### config.mk
export PLATFORM = sky130hd
export DESIGN_NAME = ama_riscv_mem_arbiter_flat
export DESIGN_NICKNAME = d
export VERILOG_FILES = /design/src/rtl/ama_riscv_mem_arbiter_if.sv /design/src/rtl/ama_riscv_mem_arbiter.sv /design/src/flat_wrapper.sv
export SDC_FILE = /design/constraint.sdc
export NUM_CORES = 1
export LEC_CHECK = 0
export ABC_CLOCK_PERIOD_IN_PS = 5840
export BUFFER_PORTS_ARGS = -buffer_cell sky130_fd_sc_hd__buf_4
export CAP_MARGIN = 15
export CORE_AREA = 2 2 124 126
export CTS_CLUSTER_SIZE = 20
export DETAILED_ROUTE_END_ITERATION = 8
export DIE_AREA = 0 0 126 128
export GPL_TIMING_DRIVEN = 0
export PLACE_DENSITY = 0.48
export SLEW_MARGIN = 20
export SYNTH_ARGS = -nofsm -noshare
export SYNTH_HDL_FRONTEND = slang
export SYNTH_SLANG_ARGS = --single-unit
export TNS_END_PERCENT = 1
### constraint.sdc
create_clock -name clk -period 5.84 [get_ports clk]
set_input_delay 0.584 -clock clk [delete_from_list [all_inputs] [get_ports clk]]
set_output_delay 0.584 -clock clk [all_outputs]
set_load 0.02 [all_outputs]
### src/rtl/ama_riscv_mem_arbiter_if.sv
// ---------------------------------------------------------------------------
// ama_riscv_mem_arbiter_if
// One memory port: a request channel and an in-order read response channel.
//   master : the side that issues requests and consumes responses
//            (drives req_*, rsp_ready; receives req_ready, rsp_valid, rsp_data)
//   slave  : the side that accepts requests and returns responses
// req_we is a byte write mask; 0 means the request is a read.
// ---------------------------------------------------------------------------
interface ama_riscv_mem_arbiter_if #(
    parameter int AW = 32,
    parameter int DW = 32
);
    logic          req_valid;
    logic          req_ready;
    logic [AW-1:0] req_addr;
    logic [DW-1:0] req_wdata;
    logic [3:0]    req_we;
    logic          rsp_valid;
    logic          rsp_ready;
    logic [DW-1:0] rsp_data;

    modport master (
        output req_valid, req_addr, req_wdata, req_we, rsp_ready,
        input  req_ready, rsp_valid, rsp_data
    );

    modport slave (
        input  req_valid, req_addr, req_wdata, req_we, rsp_ready,
        output req_ready, rsp_valid, rsp_data
    );
endinterface

### src/rtl/ama_riscv_mem_arbiter.sv
// ---------------------------------------------------------------------------
// ama_riscv_mem_arbiter
// Shares one memory port between instruction fetch (imem) and load/store
// (dmem). dmem has priority; imem is forced through after STARVE_LIM lost
// arbitrations. A stalled grant is locked until accepted. Outstanding reads
// are tracked in an in-order tag FIFO that steers each response back.
// Ports:
//   clk, rst   : clock, synchronous active-high reset
//   imem       : fetch requester (slave modport, write fields ignored)
//   dmem       : load/store requester (slave modport)
//   mem        : unified memory port (master modport)
//   outst_cnt  : reads in flight
//   proto_err  : sticky protocol error (locked requester dropped valid,
//                or a response arrived with nothing outstanding)
// ---------------------------------------------------------------------------
module ama_riscv_mem_arbiter #(
    parameter int AW         = 32,
    parameter int DW         = 32,
    parameter int MAX_OUT    = 2,
    parameter int STARVE_LIM = 4,
    localparam int CW        = $clog2(MAX_OUT + 1)
) (
    input  logic                   clk,
    input  logic                   rst,
    ama_riscv_mem_arbiter_if.slave  imem,
    ama_riscv_mem_arbiter_if.slave  dmem,
    ama_riscv_mem_arbiter_if.master mem,
    output logic [CW-1:0]          outst_cnt,
    output logic                   proto_err
);

    localparam int PW = (MAX_OUT > 1) ? $clog2(MAX_OUT) : 1;
    localparam int SW = $clog2(STARVE_LIM + 1);
    localparam logic [PW-1:0] LAST_IDX   = PW'(MAX_OUT - 1);
    localparam logic [SW-1:0] STARVE_MAX = SW'(STARVE_LIM);

    typedef enum logic [1:0] {GNT_NONE, GNT_IMEM, GNT_DMEM} gnt_e;
    typedef enum logic [1:0] {LK_IDLE, LK_IMEM, LK_DMEM} lock_e;

    lock_e              state_q, state_d;
    logic [SW-1:0]      starve_q, starve_d;
    logic [MAX_OUT-1:0] tag_q, tag_d;
    logic [PW-1:0]      wr_idx_q, wr_idx_d, rd_idx_q, rd_idx_d;
    logic               wr_wrap_q, wr_wrap_d, rd_wrap_q, rd_wrap_d;
    logic [CW-1:0]      cnt_q, cnt_d;
    logic               proto_err_q, proto_err_d;

    gnt_e gnt;
    logic full, empty;
    logic d_is_rd, i_elig, d_elig, lock_drop;
    logic mem_hs, push, pop, head_tag, rsp_live;

    // Fetch port never writes; its write fields are intentionally sunk.
    logic unused_imem_wr;
    assign unused_imem_wr = ^{imem.req_wdata, imem.req_we};

    // Extra wrap bit separates full from empty when the indices match.
    assign full  = (wr_idx_q == rd_idx_q) && (wr_wrap_q != rd_wrap_q);
    assign empty = (wr_idx_q == rd_idx_q) && (wr_wrap_q == rd_wrap_q);

    // ---------------- grant / lock FSM ----------------
    always_comb begin
        state_d   = state_q;
        gnt       = GNT_NONE;
        lock_drop = 1'b0;
        d_is_rd   = (dmem.req_we == 4'b0);
        // Reads need a free tag slot; the FIFO state is registered, so a
        // same-cycle pop does not free a slot for this cycle's push.
        i_elig    = imem.req_valid && !full;
        d_elig    = dmem.req_valid && (!d_is_rd || !full);

        unique case (state_q)
            LK_IMEM: if (imem.req_valid) gnt = GNT_IMEM; else lock_drop = 1'b1;
            LK_DMEM: if (dmem.req_valid) gnt = GNT_DMEM; else lock_drop = 1'b1;
            default: ;
        endcase

        // A dropped lock falls back to normal arbitration in the same cycle.
        if (state_q == LK_IDLE || lock_drop) begin
            if (i_elig && (starve_q == STARVE_MAX || !d_elig)) gnt = GNT_IMEM;
            else if (d_elig)                                     gnt = GNT_DMEM;
        end

        if (rst) gnt = GNT_NONE;

        // Stalled grant is held; a handshake or idle cycle releases it.
        if (gnt != GNT_NONE && !mem.req_ready)
            state_d = (gnt == GNT_IMEM) ? LK_IMEM : LK_DMEM;
        else
            state_d = LK_IDLE;
    end

    // ---------------- request path ----------------
    assign mem.req_valid = (gnt != GNT_NONE);
    assign mem.req_addr  = (gnt == GNT_DMEM) ? dmem.req_addr :
                           (gnt == GNT_IMEM) ? imem.req_addr : '0;
    assign mem.req_wdata = (gnt == GNT_DMEM) ? dmem.req_wdata : '0;
    assign mem.req_we    = (gnt == GNT_DMEM) ? dmem.req_we    : 4'b0;
    assign imem.req_ready = (gnt == GNT_IMEM) && mem.req_ready;
    assign dmem.req_ready = (gnt == GNT_DMEM) && mem.req_ready;

    assign mem_hs = mem.req_valid && mem.req_ready;
    assign push   = mem_hs && ((gnt == GNT_IMEM) || d_is_rd);

    // ---------------- response path ----------------
    assign head_tag      = tag_q[rd_idx_q];
    assign rsp_live      = mem.rsp_valid && !empty && !rst;
    assign imem.rsp_valid = rsp_live && !head_tag;
    assign dmem.rsp_valid = rsp_live &&  head_tag;
    assign mem.rsp_ready  = !empty && !rst &&
                            (head_tag ? dmem.rsp_ready : imem.rsp_ready);
    assign imem.rsp_data  = rst ? '0 : mem.rsp_data;
    assign dmem.rsp_data  = rst ? '0 : mem.rsp_data;
    assign pop            = mem.rsp_valid && mem.rsp_ready;

    // ---------------- bookkeeping ----------------
    always_comb begin
        tag_d       = tag_q;
        wr_idx_d    = wr_idx_q;
        wr_wrap_d   = wr_wrap_q;
        rd_idx_d    = rd_idx_q;
        rd_wrap_d   = rd_wrap_q;
        cnt_d       = cnt_q;
        starve_d    = starve_q;
        proto_err_d = proto_err_q | lock_drop | (mem.rsp_valid && empty);

        if (push) begin
            tag_d[wr_idx_q] = (gnt == GNT_DMEM);
            wr_idx_d        = (wr_idx_q == LAST_IDX) ? '0 : wr_idx_q + 1'b1;
            wr_wrap_d       = wr_wrap_q ^ (wr_idx_q == LAST_IDX);
        end
        if (pop) begin
            rd_idx_d  = (rd_idx_q == LAST_IDX) ? '0 : rd_idx_q + 1'b1;
            rd_wrap_d = rd_wrap_q ^ (rd_idx_q == LAST_IDX);
        end

        if (push && !pop)      cnt_d = cnt_q + 1'b1;
        else if (pop && !push) cnt_d = cnt_q - 1'b1;

        // Counts dmem wins only while fetch is actually waiting.
        if (mem_hs && gnt == GNT_IMEM)
            starve_d = '0;
        else if (mem_hs && gnt == GNT_DMEM && imem.req_valid && starve_q != STARVE_MAX)
            starve_d = starve_q + 1'b1;
    end

    always_ff @(posedge clk) begin
        if (rst) begin
            state_q     <= LK_IDLE;
            starve_q    <= '0;
            tag_q       <= '0;
            wr_idx_q    <= '0;
            wr_wrap_q   <= 1'b0;
            rd_idx_q    <= '0;
            rd_wrap_q   <= 1'b0;
            cnt_q       <= '0;
            proto_err_q <= 1'b0;
        end else begin
            state_q     <= state_d;
            starve_q    <= starve_d;
            tag_q       <= tag_d;
            wr_idx_q    <= wr_idx_d;
            wr_wrap_q   <= wr_wrap_d;
            rd_idx_q    <= rd_idx_d;
            rd_wrap_q   <= rd_wrap_d;
            cnt_q       <= cnt_d;
            proto_err_q <= proto_err_d;
        end
    end

    assign outst_cnt = cnt_q;
    assign proto_err = proto_err_q;

endmodule

### src/flat_wrapper.sv
// flat-port wrapper written by rule: the top's interface ports become plain ports
module ama_riscv_mem_arbiter_flat 
#(
    parameter int AW         = 32,
    parameter int DW         = 32,
    parameter int MAX_OUT    = 2,
    parameter int STARVE_LIM = 4,
    localparam int CW        = $clog2(MAX_OUT + 1)
)
  (clk, rst, outst_cnt, proto_err, imem_req_valid, imem_req_addr, imem_req_wdata, imem_req_we, imem_rsp_ready, imem_req_ready, imem_rsp_valid, imem_rsp_data, dmem_req_valid, dmem_req_addr, dmem_req_wdata, dmem_req_we, dmem_rsp_ready, dmem_req_ready, dmem_rsp_valid, dmem_rsp_data, mem_req_valid, mem_req_addr, mem_req_wdata, mem_req_we, mem_rsp_ready, mem_req_ready, mem_rsp_valid, mem_rsp_data);
  ama_riscv_mem_arbiter_if #(.AW(AW), .DW(DW)) imem_i ();
  ama_riscv_mem_arbiter_if #(.AW(AW), .DW(DW)) dmem_i ();
  ama_riscv_mem_arbiter_if #(.AW(AW), .DW(DW)) mem_i ();
  input  logic clk;
  input  logic rst;
  output logic [CW-1:0] outst_cnt;
  output logic proto_err;
  input wire logic [$bits(imem_i.req_valid)-1:0] imem_req_valid;
  input wire logic [$bits(imem_i.req_addr)-1:0] imem_req_addr;
  input wire logic [$bits(imem_i.req_wdata)-1:0] imem_req_wdata;
  input wire logic [$bits(imem_i.req_we)-1:0] imem_req_we;
  input wire logic [$bits(imem_i.rsp_ready)-1:0] imem_rsp_ready;
  output wire logic [$bits(imem_i.req_ready)-1:0] imem_req_ready;
  output wire logic [$bits(imem_i.rsp_valid)-1:0] imem_rsp_valid;
  output wire logic [$bits(imem_i.rsp_data)-1:0] imem_rsp_data;
  input wire logic [$bits(dmem_i.req_valid)-1:0] dmem_req_valid;
  input wire logic [$bits(dmem_i.req_addr)-1:0] dmem_req_addr;
  input wire logic [$bits(dmem_i.req_wdata)-1:0] dmem_req_wdata;
  input wire logic [$bits(dmem_i.req_we)-1:0] dmem_req_we;
  input wire logic [$bits(dmem_i.rsp_ready)-1:0] dmem_rsp_ready;
  output wire logic [$bits(dmem_i.req_ready)-1:0] dmem_req_ready;
  output wire logic [$bits(dmem_i.rsp_valid)-1:0] dmem_rsp_valid;
  output wire logic [$bits(dmem_i.rsp_data)-1:0] dmem_rsp_data;
  output wire logic [$bits(mem_i.req_valid)-1:0] mem_req_valid;
  output wire logic [$bits(mem_i.req_addr)-1:0] mem_req_addr;
  output wire logic [$bits(mem_i.req_wdata)-1:0] mem_req_wdata;
  output wire logic [$bits(mem_i.req_we)-1:0] mem_req_we;
  output wire logic [$bits(mem_i.rsp_ready)-1:0] mem_rsp_ready;
  input wire logic [$bits(mem_i.req_ready)-1:0] mem_req_ready;
  input wire logic [$bits(mem_i.rsp_valid)-1:0] mem_rsp_valid;
  input wire logic [$bits(mem_i.rsp_data)-1:0] mem_rsp_data;
  assign imem_i.req_valid = imem_req_valid;
  assign imem_i.req_addr = imem_req_addr;
  assign imem_i.req_wdata = imem_req_wdata;
  assign imem_i.req_we = imem_req_we;
  assign imem_i.rsp_ready = imem_rsp_ready;
  assign imem_req_ready = imem_i.req_ready;
  assign imem_rsp_valid = imem_i.rsp_valid;
  assign imem_rsp_data = imem_i.rsp_data;
  assign dmem_i.req_valid = dmem_req_valid;
  assign dmem_i.req_addr = dmem_req_addr;
  assign dmem_i.req_wdata = dmem_req_wdata;
  assign dmem_i.req_we = dmem_req_we;
  assign dmem_i.rsp_ready = dmem_rsp_ready;
  assign dmem_req_ready = dmem_i.req_ready;
  assign dmem_rsp_valid = dmem_i.rsp_valid;
  assign dmem_rsp_data = dmem_i.rsp_data;
  assign mem_req_valid = mem_i.req_valid;
  assign mem_req_addr = mem_i.req_addr;
  assign mem_req_wdata = mem_i.req_wdata;
  assign mem_req_we = mem_i.req_we;
  assign mem_rsp_ready = mem_i.rsp_ready;
  assign mem_i.req_ready = mem_req_ready;
  assign mem_i.rsp_valid = mem_rsp_valid;
  assign mem_i.rsp_data = mem_rsp_data;
  ama_riscv_mem_arbiter #(.AW(AW), .DW(DW), .MAX_OUT(MAX_OUT), .STARVE_LIM(STARVE_LIM)) u_core (.clk(clk), .rst(rst), .imem(imem_i), .dmem(dmem_i), .mem(mem_i), .outst_cnt(outst_cnt), .proto_err(proto_err));
endmodule
* After elaboration in Yosys (flattened, before gate mapping)
Cells that the tools add are included.
** Operators by class
- Equal/unequal tests :: 9
- Magnitude comparators :: 3
- $add $sub $neg :: 5
- Muxes and demuxes :: 26
- Bitwise operators :: 5
- Reductions and logical operators :: 44
** Operators by type and width (count)
- $mux W32 :: 4
- $logic_and A1 B1 Y1 :: 25
- $mux W2 :: 8
- $logic_not A1 Y1 :: 9
- $mux W1 :: 9
- $eq A2 B1 Y1 const B :: 2
- $eq A2 B2 Y1 const B :: 2
- $logic_not A4 Y1 :: 1
- $logic_or A1 B1 Y1 :: 4
- $lt A1 B2 Y1 const B :: 2
- $mux W4 :: 1
- $pmux W2 S2 :: 1
- $reduce_bool A2 Y1 :: 2
- $reduce_or A2 Y1 :: 2
- $add A3 B1 Y3 const B :: 1
- $eq A3 B3 Y1 const B :: 1
- $ne A3 B3 Y1 const B :: 1
- $add A1 B1 Y1 const B :: 2
- $add A2 B1 Y2 const B :: 1
- $bwmux W2 :: 1
- $eq A1 B1 Y1 :: 2
- $logic_not A2 Y1 :: 1
- $or A1 B1 Y1 :: 2
- $pmux W1 S2 :: 1
- other kinds (6) :: 7
** Storage, ports and cells
- Register bits :: 14
- Word-level logic and storage cells :: 101
- Bits of input ports :: 176
- Output and inout bits :: 141

* Longest topological paths before layout
- Depth after elaboration :: 18
- Mapped depth :: 11
- Depth with buffers taken out :: 11

* Least setup slack after synthesis
No wires, ideal clock.
- Path kind :: input-to-output
- From :: input dmem_req_we[0]
- To :: output mem_req_addr[10]
- Buffers on the path :: 1
- Slack :: 3150 ps
- Required time :: 5256 ps
- Arrival time :: 2106 ps
- Stages on the path :: 6
- Path through :: or4_1 > nor3_2 > o21ai_1 > a21oi_4 > buf_4 > a22o_1
** On the way
- Longest elaborated chain between the ends :: 13
** RTL lines
- start, declared :: RTL line flat_wrapper.sv:29 : input wire logic [$bits(dmem_i.req_we)-1:0] dmem_req_we;
- $logic_not A4 Y1 * :: RTL line ama_riscv_mem_arbiter.sv:66 : d_is_rd = (dmem.req_we == 4'b0);
- $logic_not A1 Y1 * :: RTL line ama_riscv_mem_arbiter.sv:70 : d_elig = dmem.req_valid && (!d_is_rd || !full);
- $logic_or A1 B1 Y1 * :: RTL line ama_riscv_mem_arbiter.sv:70
- $logic_and A1 B1 Y1 * :: RTL line ama_riscv_mem_arbiter.sv:70
- $logic_not A1 Y1 :: RTL line ama_riscv_mem_arbiter.sv:80 : if (i_elig && (starve_q == STARVE_MAX || !d_elig)) gnt = GNT_IMEM;
- $logic_or A1 B1 Y1 :: RTL line ama_riscv_mem_arbiter.sv:80
- $logic_and A1 B1 Y1 :: RTL line ama_riscv_mem_arbiter.sv:80
- $mux W2 * :: RTL line ama_riscv_mem_arbiter.sv:80
- $mux W2 * :: RTL line ama_riscv_mem_arbiter.sv:79 : if (state_q == LK_IDLE || lock_drop) begin
- $mux W2 * :: RTL line ama_riscv_mem_arbiter.sv:84 : if (rst) gnt = GNT_NONE;
- $eq A2 B1 Y1 :: RTL line ama_riscv_mem_arbiter.sv:96 : (gnt == GNT_IMEM) ? imem.req_addr : '0;
- $mux W32 :: RTL line ama_riscv_mem_arbiter.sv:96
- $mux W32 * :: RTL line ama_riscv_mem_arbiter.sv:95 : assign mem.req_addr = (gnt == GNT_DMEM) ? dmem.req_addr :
- end, declared :: RTL line flat_wrapper.sv:35 : output wire logic [$bits(mem_i.req_addr)-1:0] mem_req_addr;
Every way passes the cells marked *; elsewhere a longest branch is shown, timed or not.

* Worst setup path in the final report
- From :: register u_core.state_q[1]
- To :: output mem_req_addr[8]
** On the way
- Longest elaborated chain between the ends :: 9
** RTL lines
- start, declared :: RTL line ama_riscv_mem_arbiter.sv:40 : lock_e state_q, state_d;
- start signal, assigned :: RTL line ama_riscv_mem_arbiter.sv:159 : state_q <= state_d;
- $eq A2 B2 Y1 or $eq A2 B1 Y1 (tied branches) :: RTL line ama_riscv_mem_arbiter.sv:72 : unique case (state_q)
- $pmux W2 S2 :: RTL line ama_riscv_mem_arbiter.sv:72
- $mux W2 :: RTL line ama_riscv_mem_arbiter.sv:81 : else if (d_elig) gnt = GNT_DMEM;
- $mux W2 :: RTL line ama_riscv_mem_arbiter.sv:80
- $mux W2 * :: RTL line ama_riscv_mem_arbiter.sv:79
- $mux W2 * :: RTL line ama_riscv_mem_arbiter.sv:84
- $eq A2 B1 Y1 :: RTL line ama_riscv_mem_arbiter.sv:96
- $mux W32 :: RTL line ama_riscv_mem_arbiter.sv:96
- $mux W32 * :: RTL line ama_riscv_mem_arbiter.sv:95
Marks and branches as above.

==> results_dict.tcl <==
set metrics [dict create \
    synth.ff_latch_count 14 \
    power_leakage_uw 0.00233 \
    first_iter_violations 72 \
    tritoncts_clock_tree "yes" \
    tightestPinTransition_ns 0.583 \
    final.period_utilization 0.585 \
    synth.top_cell.area_share 0.139 \
    run_status "finished, final reports clean" \
    synth_area_leader_cell "sky130_fd_sc_hd__a22o_1" \
    nNetsFinal 730 \
    hold_violation_count_in_the_final_report 0 \
    core.rowCount 45 \
    multiInputGateArea_mm2 0.00139 \
    detail_route.vias_per_cell 3.97 \
    number_of_cts_inserted_buffers 3 \
    yosys-top-cells-count "sky130_fd_sc_hd__and2_1, sky130_fd_sc_hd__nor2b_1, sky130_fd_sc_hd__buf_4" \
    clkLatencyLatePin_ns 0.25 \
    power-per-cell-area_mw_per_mm2 135 \
    mappedNetlistArea_mm2 0.00202 \
    wire_per_inst_um 13.8 \
    detail_route.drc_violations 0 \
    path_class "flop to primary output" \
    detailroute.via_count 2916 \
    register_area_um2 280 \
    synthesis.yosys.warnings 0 \
    timing.critical_path.to_type "primary output" \
    die_area_mm2 0.0161 \
    worst_ep_required_time_ns 5.26 \
    cts.sinks 14 \
    setup_total_negative_slack_ns 0 \
    critical_path.startpoint_type "flop" \
    cp_top_family "compound AO/OA/AOI/OAI gates" \
    synth_edf_count 0 \
    design.portCount 317 \
    filler_cell_count 1631 \
    cap_viol_max_count 0 \
    worst_hold_path.num_cells 2 \
    cp_slowest_cell "sky130_fd_sc_hd__nor3_2" \
    fraction_of_layout_cells_with_a_size_suffix_above_1 0.616 \
    rsz0062_at_grt "false" \
    critical_path.cell_chain "inv_1 -> ha_1 -> nor2b_1 -> o21ai_1 -> a21oi_2 -> nor3_2 -> buf_2 -> a22o_1 -> buf_4" \
    die_w_um 126 \
    total_power_uw 598 \
    crit-reg2reg-launch "u_core.state_q[0]" \
    finalHoldWorstSlack_ns 0.472 \
    maximum_level_of_the_cts_h_tree 1 \
    number_of_buffers_inserted_by_hold_repair_at_cts 0 \
    postSynth.topFlopCell "sky130_fd_sc_hd__dfxtp_1" \
    grt_util_all_layers 0.115 \
    reg2reg_depth 10 \
    grt_start_max_net_pins 11 \
    area_delta_synth_final_pct 120 \
    critical_path.max_stage_delay_ns 0.52 \
    critical_path_arrival_ns 2.83 \
    diodes 0 \
    grt_antenna_before_repair 0 \
    dpl_wire_length_um 8910 \
    setup_violations 0 \
    placement.io_buffers 279 \
    syn-instance-count 264 \
    synthesis.area_per_instance_um2 7.65 \
    path_buf_inv 3 \
    place_congestion 0.827 \
    crit_fanout 10 \
    cts_max_path_buffers 2 \
    ys_top_cells_by_area "sky130_fd_sc_hd__a22o_1, sky130_fd_sc_hd__dfxtp_1, sky130_fd_sc_hd__buf_4, sky130_fd_sc_hd__and2_1, sky130_fd_sc_hd__nor2b_1" \
    number_of_global_route_vias_before_repair 3043 \
    drt.antenna.violating_nets 0 \
    place_worst_setup_slack_ns 2.64 \
    synth.most_common_cell "sky130_fd_sc_hd__and2_1" \
    min-delay-start "u_core.proto_err" \
    power.ir.vdd_worst_uv 71.9 \
    worst_setup_margin_ns 2.42 \
    maxSlewHeadroom 0.609 \
    synth-async-reset-ratio 0 \
    post_cts_resize_count 0 \
    post_synth_num_cell_types 46 \
    initial_core_util 0.136 \
    setup_fix_bufs_post_cts 0 \
    synth_nets 446 \
    final_period_minus_worst_setup_slack_ns 3.42 \
    synth_seq_area_share 0.139 \
    fmax_mhz 293 \
    floorplan.core_area_mm2 0.0149 \
    die_height_um 128 \
    routed_wire_length_um 10100 \
    reg_to_reg_end "u_core.outst_cnt[1]" \
    grt.overflow.total 0 \
    cts_root_buffer "sky130_fd_sc_hd__clkbuf_16" \
    detail_route.first_pass.iterations 4 \
    total_count_of_max_transition_violations_in_the_final_report 0 \
    layout.core_utilization 0.299 \
    final.setup_skew_ns 0.00207 \
    hold_path.class "flop to flop" \
    wire_length_of_the_first_global_routing_pass_um 15100 \
    clk_transition_reported_paths_ns 0.05 \
    min_delay_worst_endpoint "u_core.proto_err" \
    r2r_slack_ns 3.15 \
]
[logic make-up (layout without fill, tap and decap cells)]
family,count (synthesis),count (layout),share of synthesized area
AND/OR/NAND/NOR,108,108,0.320
AO/OA/AOI/OAI,65,65,0.263
buffers and inverters,58,341,0.175
flip-flops,14,14,0.139
XOR/XNOR,7,7,0.0341
adder cells (fa/ha/maj),6,6,0.0372
multiplexers,6,6,0.0322
[how the worst max path moves through the flow]
stage	from	to	cells after the start
6_report	u_core.state_q[1]	mem_req_addr[8]	9
5_1_grt	u_core.state_q[1]	mem_req_addr[8]	9
4_1_cts	u_core.state_q[1]	mem_req_addr[5]	9
3_5_place_dp	imem_req_valid	mem_req_wdata[22]	8
3_3_place_gp	imem_req_valid	mem_req_addr[8]	8
2_1_floorplan	dmem_req_we[0]	mem_req_addr[10]	6
[area by class of cell]
| class | count | share of cell area |
|---|---|---|
| inverters | 10 | 0.00846 |
| repair buffers | 279 | 0.472 |
| multi-input cells | 192 | 0.312 |
| clock buffers | 4 | 0.0200 |
| flip-flops and latches | 14 | 0.0631 |
| well taps | 188 | 0.0530 |
| plain buffers | 48 | 0.0713 |
[per-stage QoR]
step / instance area [um^2] / std cells
after global placement: 4350 / 731
after global routing: 4440 / 735
final: 4440 / 735
after floorplan: 2020 / 264
after CTS: 4440 / 735
after detailed placement: 4350 / 731
[metal layers]
layer  routed length (um)  track usage  share of wire  vias to the layer above
met1                 3970        0.132           0.39                     1324
met3                  747       0.0309          0.074                        8
li1                     -            -              -                     1457
met2                 5350        0.217           0.53                      127
met4                   62       0.0175         0.0061                        0
met5                    0            0              0                        -
[worst register-to-register path, stage by stage, from the launching register on]
cell,delay (ns)
sky130_fd_sc_hd__dfxtp_1,0.33
sky130_fd_sc_hd__inv_1,0.06
sky130_fd_sc_hd__ha_1,0.34
sky130_fd_sc_hd__and3b_1,0.18
sky130_fd_sc_hd__o21ai_1,0.26
sky130_fd_sc_hd__o21ai_0,0.21
sky130_fd_sc_hd__a31oi_1,0.36
sky130_fd_sc_hd__nor2_1,0.08
sky130_fd_sc_hd__ha_1,0.32
sky130_fd_sc_hd__or3_1,0.35
sky130_fd_sc_hd__a21oi_1,0.14
[cell usage in the layout (no fill, tap or decap), types with 3 or more instances in the layout]
master / count
sky130_fd_sc_hd__inv_1: 10
sky130_fd_sc_hd__buf_4: 314
sky130_fd_sc_hd__buf_2: 4
sky130_fd_sc_hd__nor2_1: 13
sky130_fd_sc_hd__nand2_1: 4
sky130_fd_sc_hd__o21a_1: 3
sky130_fd_sc_hd__o21ai_1: 3
sky130_fd_sc_hd__a21oi_1: 3
sky130_fd_sc_hd__a22o_1: 32
sky130_fd_sc_hd__dfxtp_1: 14
sky130_fd_sc_hd__mux2_2: 4
sky130_fd_sc_hd__nor2b_1: 37
sky130_fd_sc_hd__clkbuf_1: 8
sky130_fd_sc_hd__a211oi_1: 3
sky130_fd_sc_hd__clkbuf_16: 3
sky130_fd_sc_hd__ha_1: 6
sky130_fd_sc_hd__and2_1: 38
sky130_fd_sc_hd__o21ai_0: 4
sky130_fd_sc_hd__xor2_1: 4
[registers in the layout, summed over array words and instances, names as in the netlist]
signal            cells
u_core.starve_q       3
u_core.outst_cnt      2
u_core.state_q        2
u_core.tag_q          2
u_core.proto_err      1
u_core.rd_idx_q       1
u_core.rd_wrap_q      1
u_core.wr_idx_q       1
u_core.wr_wrap_q      1
[power by group]
group / switching (uW) / leakage [uW] / total (uW) / internal, uW
clock network: 43.6 / 0.0000442 / 148 / 104
registers: 4.88 / 0.000114 / 106 / 101
logic: 167 / 0.00217 / 345 / 178
total: 216 / 0.00233 / 598 / 383
Power figures use the tool's default switching activity.
